**config.mk**
```make
export PLATFORM = sky130hd
export DESIGN_NAME = mem_access_unit
export DESIGN_NICKNAME = d
export VERILOG_FILES = /design/src/rtl/mem_access_unit.sv
export SDC_FILE = /design/constraint.sdc
export NUM_CORES = 1
export LEC_CHECK = 0
export CAP_MARGIN = 20
export CORE_MARGIN = 3
export CORE_UTILIZATION = 38
export DETAILED_ROUTE_END_ITERATION = 8
export PLACE_DENSITY = 0.75
export SETUP_SLACK_MARGIN = 0.15
export SLEW_MARGIN = 10
export SYNTH_ARGS = -nofsm -noshare
export SYNTH_HDL_FRONTEND = slang
export SYNTH_SLANG_ARGS = --single-unit
```
**constraint.sdc**
```tcl
create_clock -name clk -period 1.9 [get_ports clk]
set_clock_uncertainty 0.1 [all_clocks]
set_input_delay 0.38 -clock clk [delete_from_list [all_inputs] [get_ports clk]]
set_output_delay 0.38 -clock clk [all_outputs]
set_load 0.005 [all_outputs]
```
**src/rtl/mem_access_unit.sv**
```systemverilog
// mem_access_unit: executes LOAD/STORE/Load_Imm commands over a req/ack data-memory port
module mem_access_unit #(
  parameter int AW      = 16,
  parameter int DW      = 16,
  parameter int IW      = 8,
  parameter int TIMEOUT = 15
) (
  input  logic          clk,
  input  logic          rst_n,
  input  logic          cmd_valid,
  input  logic          LOAD,
  input  logic          STORE,
  input  logic          Load_Imm,
  input  logic [AW-1:0] addr,
  input  logic [DW-1:0] wdata,
  input  logic [IW-1:0] imm,
  output logic          busy,
  output logic          mem_req,
  output logic          mem_we,
  output logic [AW-1:0] mem_addr,
  output logic [DW-1:0] mem_wdata,
  input  logic [DW-1:0] mem_rdata,
  input  logic          mem_ack,
  output logic [DW-1:0] rd_data,
  output logic          rd_valid,
  output logic          done,
  output logic          err
);
  localparam int CW = $clog2(TIMEOUT + 1);
  typedef enum logic [1:0] {IDLE, REQ, RESP} state_t;
  state_t        state_q;
  logic [CW-1:0] cnt_q;
  always_ff @(posedge clk or negedge rst_n) begin
    if (!rst_n) begin
      state_q   <= IDLE;
      cnt_q     <= '0;
      busy      <= 1'b0;
      mem_req   <= 1'b0;
      mem_we    <= 1'b0;
      mem_addr  <= '0;
      mem_wdata <= '0;
      rd_data   <= '0;
      rd_valid  <= 1'b0;
      done      <= 1'b0;
      err       <= 1'b0;
    end else begin
      rd_valid <= 1'b0;
      done     <= 1'b0;
      err      <= 1'b0;
      case (state_q)
        IDLE: if (cmd_valid) begin
          if (STORE || LOAD) begin
            mem_req   <= 1'b1;
            busy      <= 1'b1;
            mem_we    <= STORE;
            mem_addr  <= addr;
            mem_wdata <= wdata;
            cnt_q     <= '0;
            state_q   <= REQ;
          end else if (Load_Imm) begin
            rd_data  <= {{(DW-IW){1'b0}}, imm};
            rd_valid <= 1'b1;
            done     <= 1'b1;
          end
        end
        // an ack arriving on the timeout edge still completes the access
        REQ: if (mem_ack) begin
          mem_req <= 1'b0;
          if (!mem_we) rd_data <= mem_rdata;
          state_q <= RESP;
        end else if (cnt_q == CW'(TIMEOUT - 1)) begin
          mem_req <= 1'b0;
          err     <= 1'b1;
          busy    <= 1'b0;
          state_q <= IDLE;
        end else begin
          cnt_q <= cnt_q + CW'(1);
        end
        RESP: begin
          done     <= 1'b1;
          rd_valid <= !mem_we;
          busy     <= 1'b0;
          state_q  <= IDLE;
        end
        default: state_q <= IDLE;
      endcase
    end
  end
endmodule

```
* After elaboration in Yosys (flattened, before gate mapping) *
Cells that the tools add are included.

storage, ports and cells
  register bits after elaboration = 60
  output and inout port bits = 54
  logic and storage cells = 67
  input port bits = 63

cells by class
  multiplexer cells = 31
  add/sub/neg operators = 1
  eq/ne operators = 13
  reduce and logical (&&, ||, !) cells = 11

operator list
  operator                                                          number
  16-bit two-way mux                                                5
  16-bit one-hot mux with 2 select lines                            1
  2-bit != test (second input constant)                             9
  4-bit two-way mux                                                 4
  1-bit two-way mux                                                 11
  5-bit AND reduction                                               2
  2-bit two-way mux                                                 4
  4-bit one-hot mux with 2 select lines                             1
  1-bit one-hot mux with 2 select lines                             3
  3-bit AND reduction                                               2
  6-bit AND reduction                                               1
  4-bit by 1-bit adder with 4-bit output (second input constant)    1
  4-bit == test (second input constant)                             1
  2-bit one-hot mux with 2 select lines                             1
  4-bit AND reduction                                               1
  3-bit != test (second input constant)                             1
  1-bit one-hot mux with 3 select lines                             1
  3-bit nonzero test                                                1
  2-bit by 1-bit == test with 1-bit output (second input constant)  1
  2-bit == test (second input constant)                             1
  2-bit logical NOT                                                 1
  2-bit nonzero test                                                1
  1-bit logical NOT                                                 1
  1-bit logical OR                                                  1

* Longest topological paths before layout *
Gate-level depths: netlist (run 1).

  depth in word-level cells = 4
  depth in mapped cells = 8
  depth with buffers taken out = 6

* Worst setup path after synthesis (run 1) *
Ideal clock, no wire load.

  path type = register to register
  start point = register state_q[0]
  end point = register cnt_q[3]
  path buffers = 0
  cell stages (with the launch flop) = 7
  path slack = -0.076 ns
  clock period less this slack = 1.976 ns
  data arrival time = 1.761 ns
  data required time = 1.684 ns
  setup time = 0.116 ns
  cell sequence = dfrtp_1 inv_1 ha_1 nor2b_1 a221o_1 or2_2 o311ai_0

between the ends
  word-level cells in the longest chain between the ends = 3
  elaborated cells on any way between the ends = 9
  those cells by class = eq/ne: 5; mux: 1; reduce/logical: 3

ends and longest elaborated chain
  element                                                                               line  source
  start, declared                                                                       31    state_t state_q;
  start signal, assigned                                                                35    state_q <= IDLE;
  start signal, assigned                                                                59    state_q <= REQ;
  start signal, assigned                                                                70    state_q <= RESP;
  2-bit by 1-bit == test with 1-bit output / 2-bit logical NOT (equally long branches)  50    case (state_q)
  2-bit != test (no line) / 2-bit nonzero test (equally long branches)                  n/a
  5-bit AND reduction (no line)                                                         n/a
  end signal, assigned                                                                  77    cnt_q <= cnt_q + CW'(1);
  end, declared                                                                         32    logic [CW-1:0] cnt_q;

Several ways; a longest one is shown, not always the timed one.
A chain may end at the register's enable or synchronous reset.

* Worst setup path in the final report (run 1) *
  start point = register state_q[0]
  end point = register rd_data[10]

between the ends
  word-level cells in the longest chain between the ends = 3
  elaborated cells on any way between the ends = 10
  those cells by class = eq/ne: 6; mux: 1; reduce/logical: 3

ends and longest elaborated chain
  element                                                                               line  source
  2-bit by 1-bit == test with 1-bit output / 2-bit logical NOT (equally long branches)  50
  2-bit != test (no line) / 2-bit nonzero test (equally long branches)                  n/a
  6-bit AND reduction (no line)                                                         n/a
  end signal, assigned                                                                  61    rd_data <= {{(DW-IW){1'b0}}, imm};
  end signal, assigned                                                                  69    if (!mem_we) rd_data <= mem_rdata;
  end, declared                                                                         24    output logic [DW-1:0] rd_data,

Several ways; a longest one is shown, not always the timed one.

==> results of run 1 <==
==> metrics by stage <==
stage	setup WS (ns)	utilization [%]	total power [mW]	hold WS [ns]	area, um2
2_1_floorplan	0.102	-	3.85	-0.0156	2760
4_1_cts	0.0694	68.5	7.15	0.372	4500
6_report	0.0384	71.6	7.52	0.393	4700
3_3_place_gp	-0.330	61.9	5.36	0.310	4070
3_5_place_dp	-0.394	61.9	5.47	0.307	4070
5_1_grt	-0.0481	71.6	8.01	0.406	4700
==> worst paths after layout <==
check | end | from | cells after the start | slack (ns)
hold / removal | done$_DFF_PN0_ | Load_Imm | 3 | 0.39
setup reg to reg | rd_data[10]$_DFFE_PN0P_ | state_q[0]$_DFFE_PN0P_ | 8 | 0.04
max in group asynchronous | rd_data[2]$_DFFE_PN0P_ | rst_n | 3 | 0.94
hold reg to reg | mem_wdata[2]$_DFFE_PN0P_ | mem_wdata[2]$_DFFE_PN0P_ | 1 | 0.41
min in group asynchronous | mem_wdata[1]$_DFFE_PN0P_ | rst_n | 3 | 0.49
setup / recovery | rd_data[10]$_DFFE_PN0P_ | state_q[0]$_DFFE_PN0P_ | 8 | 0.04
==> routing by layer <==
metal  routed length [um]  GRT usage, %
met3                  597          6.09
met4                   87          5.49
met2                 3460          29.4
met5                    0             0
met1                 3220          24.3
==> power groups by stage <==
stage                     logic, mW  registers [mW]  clock network (mW)
after floorplan                1.59            2.26                   0
after global placement         3.15            2.21                   0
after detailed placement       3.23            2.24                   0
after CTS                      3.78            2.26                1.11
after global routing           4.49            2.34                1.18
final                          4.16            2.26                1.09
==> worst min-delay path: stages <==
cell           delay, ns
dlygate4sd2_1       0.25
nand4_1             0.10
nand2_1             0.05
==> Yosys cell counts (2+ instances only) <==
cell type,n,area share (%)
dfrtp_1,60,56
o21ai_0,15,2.8
nor2b_1,3,0.70
ha_1,8,3.7
nand3_1,12,2.2
buf_6,3,1.3
o211ai_1,2,0.56
nor2_1,9,1.3
mux2_2,33,14
nand3b_1,2,0.56
inv_1,14,2.0
nand2_1,2,0.28
clkbuf_1,5,0.70
nand2b_1,2,0.47
a21oi_1,3,0.56
a21oi_2,8,2.6
o21ai_2,2,0.66
mux2i_1,11,4.1
==> flip-flops by register name (all words and copies together), names as in the netlist <==
register / count
mem_addr: 16
rd_data: 16
err: 1
mem_wdata: 16
busy: 1
state_q: 2
cnt_q: 4
mem_we: 1
done: 1
rd_valid: 1
mem_req: 1
==> timing repair <==
item | 4_1_cts | 5_1_grt
setup buffers | 6 | 7
pin swaps | 7 | 5
endpoints found under the setup margin | 55 | 51
hold buffers | 1 | 0
resized for setup | 45 | 35
endpoints found under the hold margin | 60 | 0
cloned | 2 | 1
==> cell type report <==
type,count,area (um2)
inverter,14,57.6
sequential,60,1500
clock inverter,5,52.6
tap,93,116
fill,458,1870
multi-input combinational,125,1320
timing repair buffer,149,1520
clock buffer,11,131
==> kinds of logic after synthesis <==
| family | Yosys count | synth area share [%] |
|---|---|---|
| DFF | 60 | 56.2 |
| muxes | 44 | 18.0 |
| AOI/OAI and AO/OA | 39 | 10.7 |
| and+or+nand+nor | 34 | 6.65 |
| buffers and inverters | 24 | 4.64 |
| adders and majority gates | 8 | 3.75 |
==> qor.csv, run 1 <==
stage,metric,value,unit
floorplanning,coreArea,6570,um2
logic_synthesis,ys.flop_type,dfrtp_1,
critical_path,slowest_delay,0.46,ns
logic_synthesis,syn_area_per_cell,12.8,um2
logic_synthesis,synth_cell_types,33,
sta,tightest_slew,0.324,ns
floorplanning,start_util,40.7,%
critical_path,crit_path_end_kind,flop,
global_route,track_usage,18.5,%
drt,first_pass_iters,4,
pwr,seq_power_share,30.1,%
floorplanning,die_w,89.8,um
layout,antennaDiodeCount,0,
logic_synthesis,synth.yosys.seq_area_share,56.2,%
placement,hpwl,4970,um
hold_path,hp-class,in2reg,
clocking,clk_pin_slew,0.07,ns
floorplanning,fp.dieArea,8070,um2
drt,drt-total-wl,7370,um
pwr,p_leak,2.05,nW
clocking,htreeDepth,3,
drt,wl_per_cell,16.1,um
sta,fin_crit_sh,98.0,%
clocking,cts_tree,built,
placement,place_congestion,0.825,
global_route,grt_max_degree,61,
logic_synthesis,ys_ff_latch,60,
sta,min_period,1.86,ns
layout,most-common-layout-cells,"105 x clkdlybuf4s50_1, 59 x dfrtp_1, 21 x buf_4, 20 x mux2_2, 13 x mux2_4",
drt,drt_iter0_markers,46,
global_route,overflow,0,
clocking,cts.path.max_buffers,2,
sta,fmax,537,MHz
critical_path,crit_family,buffers and inverters,
global_route,first_global_vias,2358,
pwr,powerDensity,1600,nW/um2
global_route,grt_pass1_wl,12000,um
sta,rsz0062_at_grt,true,
layout,syn_to_final_growth,76.1,%
logic_synthesis,postSynth.asyncResetShare,100,%
global_route,antenna_found_initial,0,
layout,layout_commonest_cell,clkdlybuf4s50_1,
pwr,clockPowerShare,14.5,%
floorplanning,ios,117,
sta,relSlewSlack,78.4,%
clocking,cts_root_buf,clkbuf_8,
logic_synthesis,synth_nets,280,
layout,drive_above_1_share,35.2,%
pwr,combPwrFrac,55.4,%
sta,setup_violations,0,
layout,layout.cells.non_filler,457,
layout,finalNetCount,430,
floorplanning,dieHeight,89.8,um
sta,hold_viol_final,0,
critical_path,crit_path_start_kind,flop,
critical_path,worstSetupPathType,reg2reg,
critical_path,cp.buffers_inverters,3,
drt,via_count,2214,
clocking,clock_latency,0.33,ns
critical_path,cp_data_arrival_time,2.02,ns
sta,tns,0,ns
floorplanning,num_rows,29,
drt,drc_errors,0,
critical_path,crit_fanout,8,
status,status,completed,
pwr,p_int,5.06,mW
drt,avgViaCountPerCell,4.84,
pwr,p_sw,2.45,mW
sta,slew_violations,0,
placement,io_buffer_count,116,
clocking,clock_sinks,60,
critical_path,required,2.06,ns
logic_synthesis,yosysWarningCount,0,
job,maxCapViolations,0,
critical_path,cp_slowest_cell,dfrtp_2,
clocking,cts_made_buffers,9,
placement,place_inst,424,
logic_synthesis,synth-edff-count,0,
pwr,swShare,32.6,%
logic_synthesis,netlist_area,2670,um2
pwr,vdd_drop_max,0.787,mV
drt,drtAntennaViolNets,0,
logic_synthesis,syn_inst,209,
critical_path,worstPathCellList,buf_6 -> ha_4 -> nor2b_4 -> a2111oi_4 -> buf_4 -> buf_12 -> nand3_2 -> o21ai_1,
No activity file was read; power rests on OpenSTA's default activity.
==> run 2, diff against run 1 <==
--- a/config.mk
+++ b/config.mk
@@ -9,7 +9,7 @@
 export CORE_MARGIN = 3
 export CORE_UTILIZATION = 38
 export DETAILED_ROUTE_END_ITERATION = 8
-export PLACE_DENSITY = 0.75
+export PLACE_DENSITY_LB_ADDON = 0.05
 export SETUP_SLACK_MARGIN = 0.15
 export SLEW_MARGIN = 10
 export SYNTH_ARGS = -nofsm -noshare
==> run 2 against run 1 <==
Sequential share of layout area is 0.085 points lower. Highest routed layer unchanged. Sequential power barely moved. First-iteration DRC count down 4.3%. Non-clock buffer count decreased by 4. Count of clock-buffer cells in the layout down 2. Critical endpoint is now rd_data[11]$_DFFE_PN0P_. Flip-flop and latch count is the same. Worst setup slack got worse by 0.031 ns.
==> qor.csv, run 2 (synthesis gave the netlist of run 1 again) <==
stage,metric,value,unit
critical_path,cp_data_arrival_time,2.05,ns
clocking,clk_pin_slew,0.08,ns
layout,finalNetCount,426,
global_route,overflow,0,
pwr,vdd_drop_max,0.776,mV
pwr,p_leak,2.09,nW
sta,min_period,1.89,ns
critical_path,worstPathCellList,buf_12 -> ha_4 -> nor2b_4 -> a2111oi_4 -> buf_4 -> buf_12 -> nand3_2 -> o21ai_2,
job,maxCapViolations,0,
critical_path,required,2.06,ns
sta,hold_viol_final,0,
pwr,p_sw,2.42,mW
pwr,combPwrFrac,53.6,%
sta,tns,0,ns
floorplanning,start_util,40.7,%
sta,fin_crit_sh,99.6,%
layout,drive_above_1_share,31.9,%
pwr,p_int,5.20,mW
floorplanning,die_w,89.8,um
clocking,clock_latency,0.33,ns
layout,antennaDiodeCount,0,
critical_path,worstSetupPathType,reg2reg,
placement,pre_cts_ws,-0.447,ns
sta,setup_violations,0,
clocking,cts_root_buf,clkbuf_8,
global_route,first_global_vias,2217,
floorplanning,fp.dieArea,8070,um2
global_route,grt_pass1_wl,11100,um
clocking,clock_sinks,60,
critical_path,cp.buffers_inverters,3,
floorplanning,ios,117,
clocking,htreeDepth,3,
critical_path,crit_family,buffers and inverters,
layout,largestRegisters,"mem_addr x16, mem_wdata x16, rd_data x16",
placement,io_buffer_count,116,
placement,place_congestion,0.771,
pwr,powerDensity,1620,nW/um2
global_route,grt_max_degree,43,
layout,num-fill-cells,469,
sta,relSlewSlack,74.2,%
placement,hpwl,4550,um
floorplanning,num_rows,29,
drt,drt_iter0_markers,44,
pwr,swShare,31.7,%
drt,drc_errors,0,
clocking,cts.path.max_buffers,2,
critical_path,cp_common_cell,buf_12,
sta,slew_violations,0,
sta,rsz0062_at_grt,true,
drt,avgViaCountPerCell,4.73,
floorplanning,coreArea,6570,um2
critical_path,crit_path_end_kind,flop,
layout,most-common-layout-cells,"110 x clkdlybuf4s50_1, 59 x dfrtp_1, 24 x mux2_4, 17 x buf_4, 12 x inv_1",
clocking,cts_tree,built,
sta,holdWs,0.307,ns
pwr,p_total,7.62,mW
drt,drtAntennaViolNets,0,
drt,via_count,2144,
critical_path,slowest_delay,0.48,ns
pwr,seq_power_share,29.4,%
sta,setup_slack,0.00769,ns
global_route,track_usage,17.1,%
sta,tightest_slew,0.385,ns
layout,layout_commonest_cell,clkdlybuf4s50_1,
layout,syn_to_final_growth,76.6,%
drt,drt-total-wl,7300,um
floorplanning,dieHeight,89.8,um
drt,first_pass_iters,4,
sta,fmax,528,MHz
critical_path,cp_slowest_cell,dfrtp_2,
critical_path,crit_fanout,8,
global_route,antenna_found_initial,0,
critical_path,crit_path_start_kind,flop,
status,status,completed,
hold_path,hp-class,in2async,
pwr,clockPowerShare,17.0,%
drt,wl_per_cell,16.1,um
clocking,cts_made_buffers,9,
[run 2: metrics by stage]
step,utilization (%),instance area [um2],instances
after floorplan,-,2760,209
after global placement,62.0,4070,423
after detailed placement,62.0,4070,423
after CTS,67.2,4410,446
after global routing,71.8,4710,453
final,71.8,4710,453
[run 2: cell type report]
cell class	count	area [um2]	area share (%)
Clock inverter	7	98.8	2.10
Clock buffer	9	124	2.63
Tap cell	93	116	2.47
Inverter	14	57.6	1.22
Timing Repair Buffer	145	1540	32.7
Sequential cell	60	1500	31.9
Multi-Input combinational cell	125	1270	27.0
[run 2: worst register-to-register path: cells and delay by family, from the launching register on]
family / cells / cell delay, ns
AO/OA/AOI/OAI: 2 / 0.37
adder cells (fa/ha/maj): 1 / 0.15
buffers and inverters: 3 / 0.50
flip-flops: 1 / 0.48
AND/OR/NAND/NOR: 2 / 0.21
[run 2: power by group through the flow]
stage / clock [mW] / sequential (mW) / combinational, mW
6_report: 1.29 / 2.24 / 4.08
5_1_grt: 1.39 / 2.32 / 4.36
4_1_cts: 1.32 / 2.21 / 3.56
3_5_place_dp: 0 / 2.23 / 3.22
3_3_place_gp: 0 / 2.21 / 3.16
2_1_floorplan: 0 / 2.26 / 1.59
[run 2: repair_timing]
item	4_1_cts	5_1_grt
resized for setup	12	54
endpoints found under the setup margin	50	58
cloned	2	4
hold buffers	1	0
pin swaps	3	6
buffers inserted	4	3
hold endpoints to repair	4	0
[run 2: final timing paths]
path	cells past startpoint	end	slack (ns)	from
worst max-delay path	8	rd_data[11]$_DFFE_PN0P_	0.008	state_q[0]$_DFFE_PN0P_
worst min-delay path	2	mem_wdata[3]$_DFFE_PN0P_	0.31	rst_n
worst max register to register	8	rd_data[11]$_DFFE_PN0P_	0.008	state_q[0]$_DFFE_PN0P_
worst min register to register	1	mem_addr[6]$_DFFE_PN0P_	0.41	mem_addr[6]$_DFFE_PN0P_
max in group asynchronous	3	cnt_q[1]$_DFFE_PN0P_	0.94	rst_n
min in group clk	3	mem_we$_DFFE_PN0P_	0.38	STORE
[run 2: layer usage]
metal  routed length (um)  up-vias  GRT usage, %
met5                    0        -             0
met4                   76        0          5.36
met3                  443        7          5.18
met2                 3610       73          28.3
met1                 3180     1031          21.5
li1                     -     1033             -
==> run 3, diff against run 2 <==
--- a/config.mk
+++ b/config.mk
@@ -8,6 +8,7 @@
 export CAP_MARGIN = 20
 export CORE_MARGIN = 3
 export CORE_UTILIZATION = 38
+export CTS_CLUSTER_DIAMETER = 60
 export DETAILED_ROUTE_END_ITERATION = 8
 export PLACE_DENSITY_LB_ADDON = 0.05
 export SETUP_SLACK_MARGIN = 0.15
==> results of run 3 <==
Same layout as run 2: the final DEF is identical, and so are final timing and power.
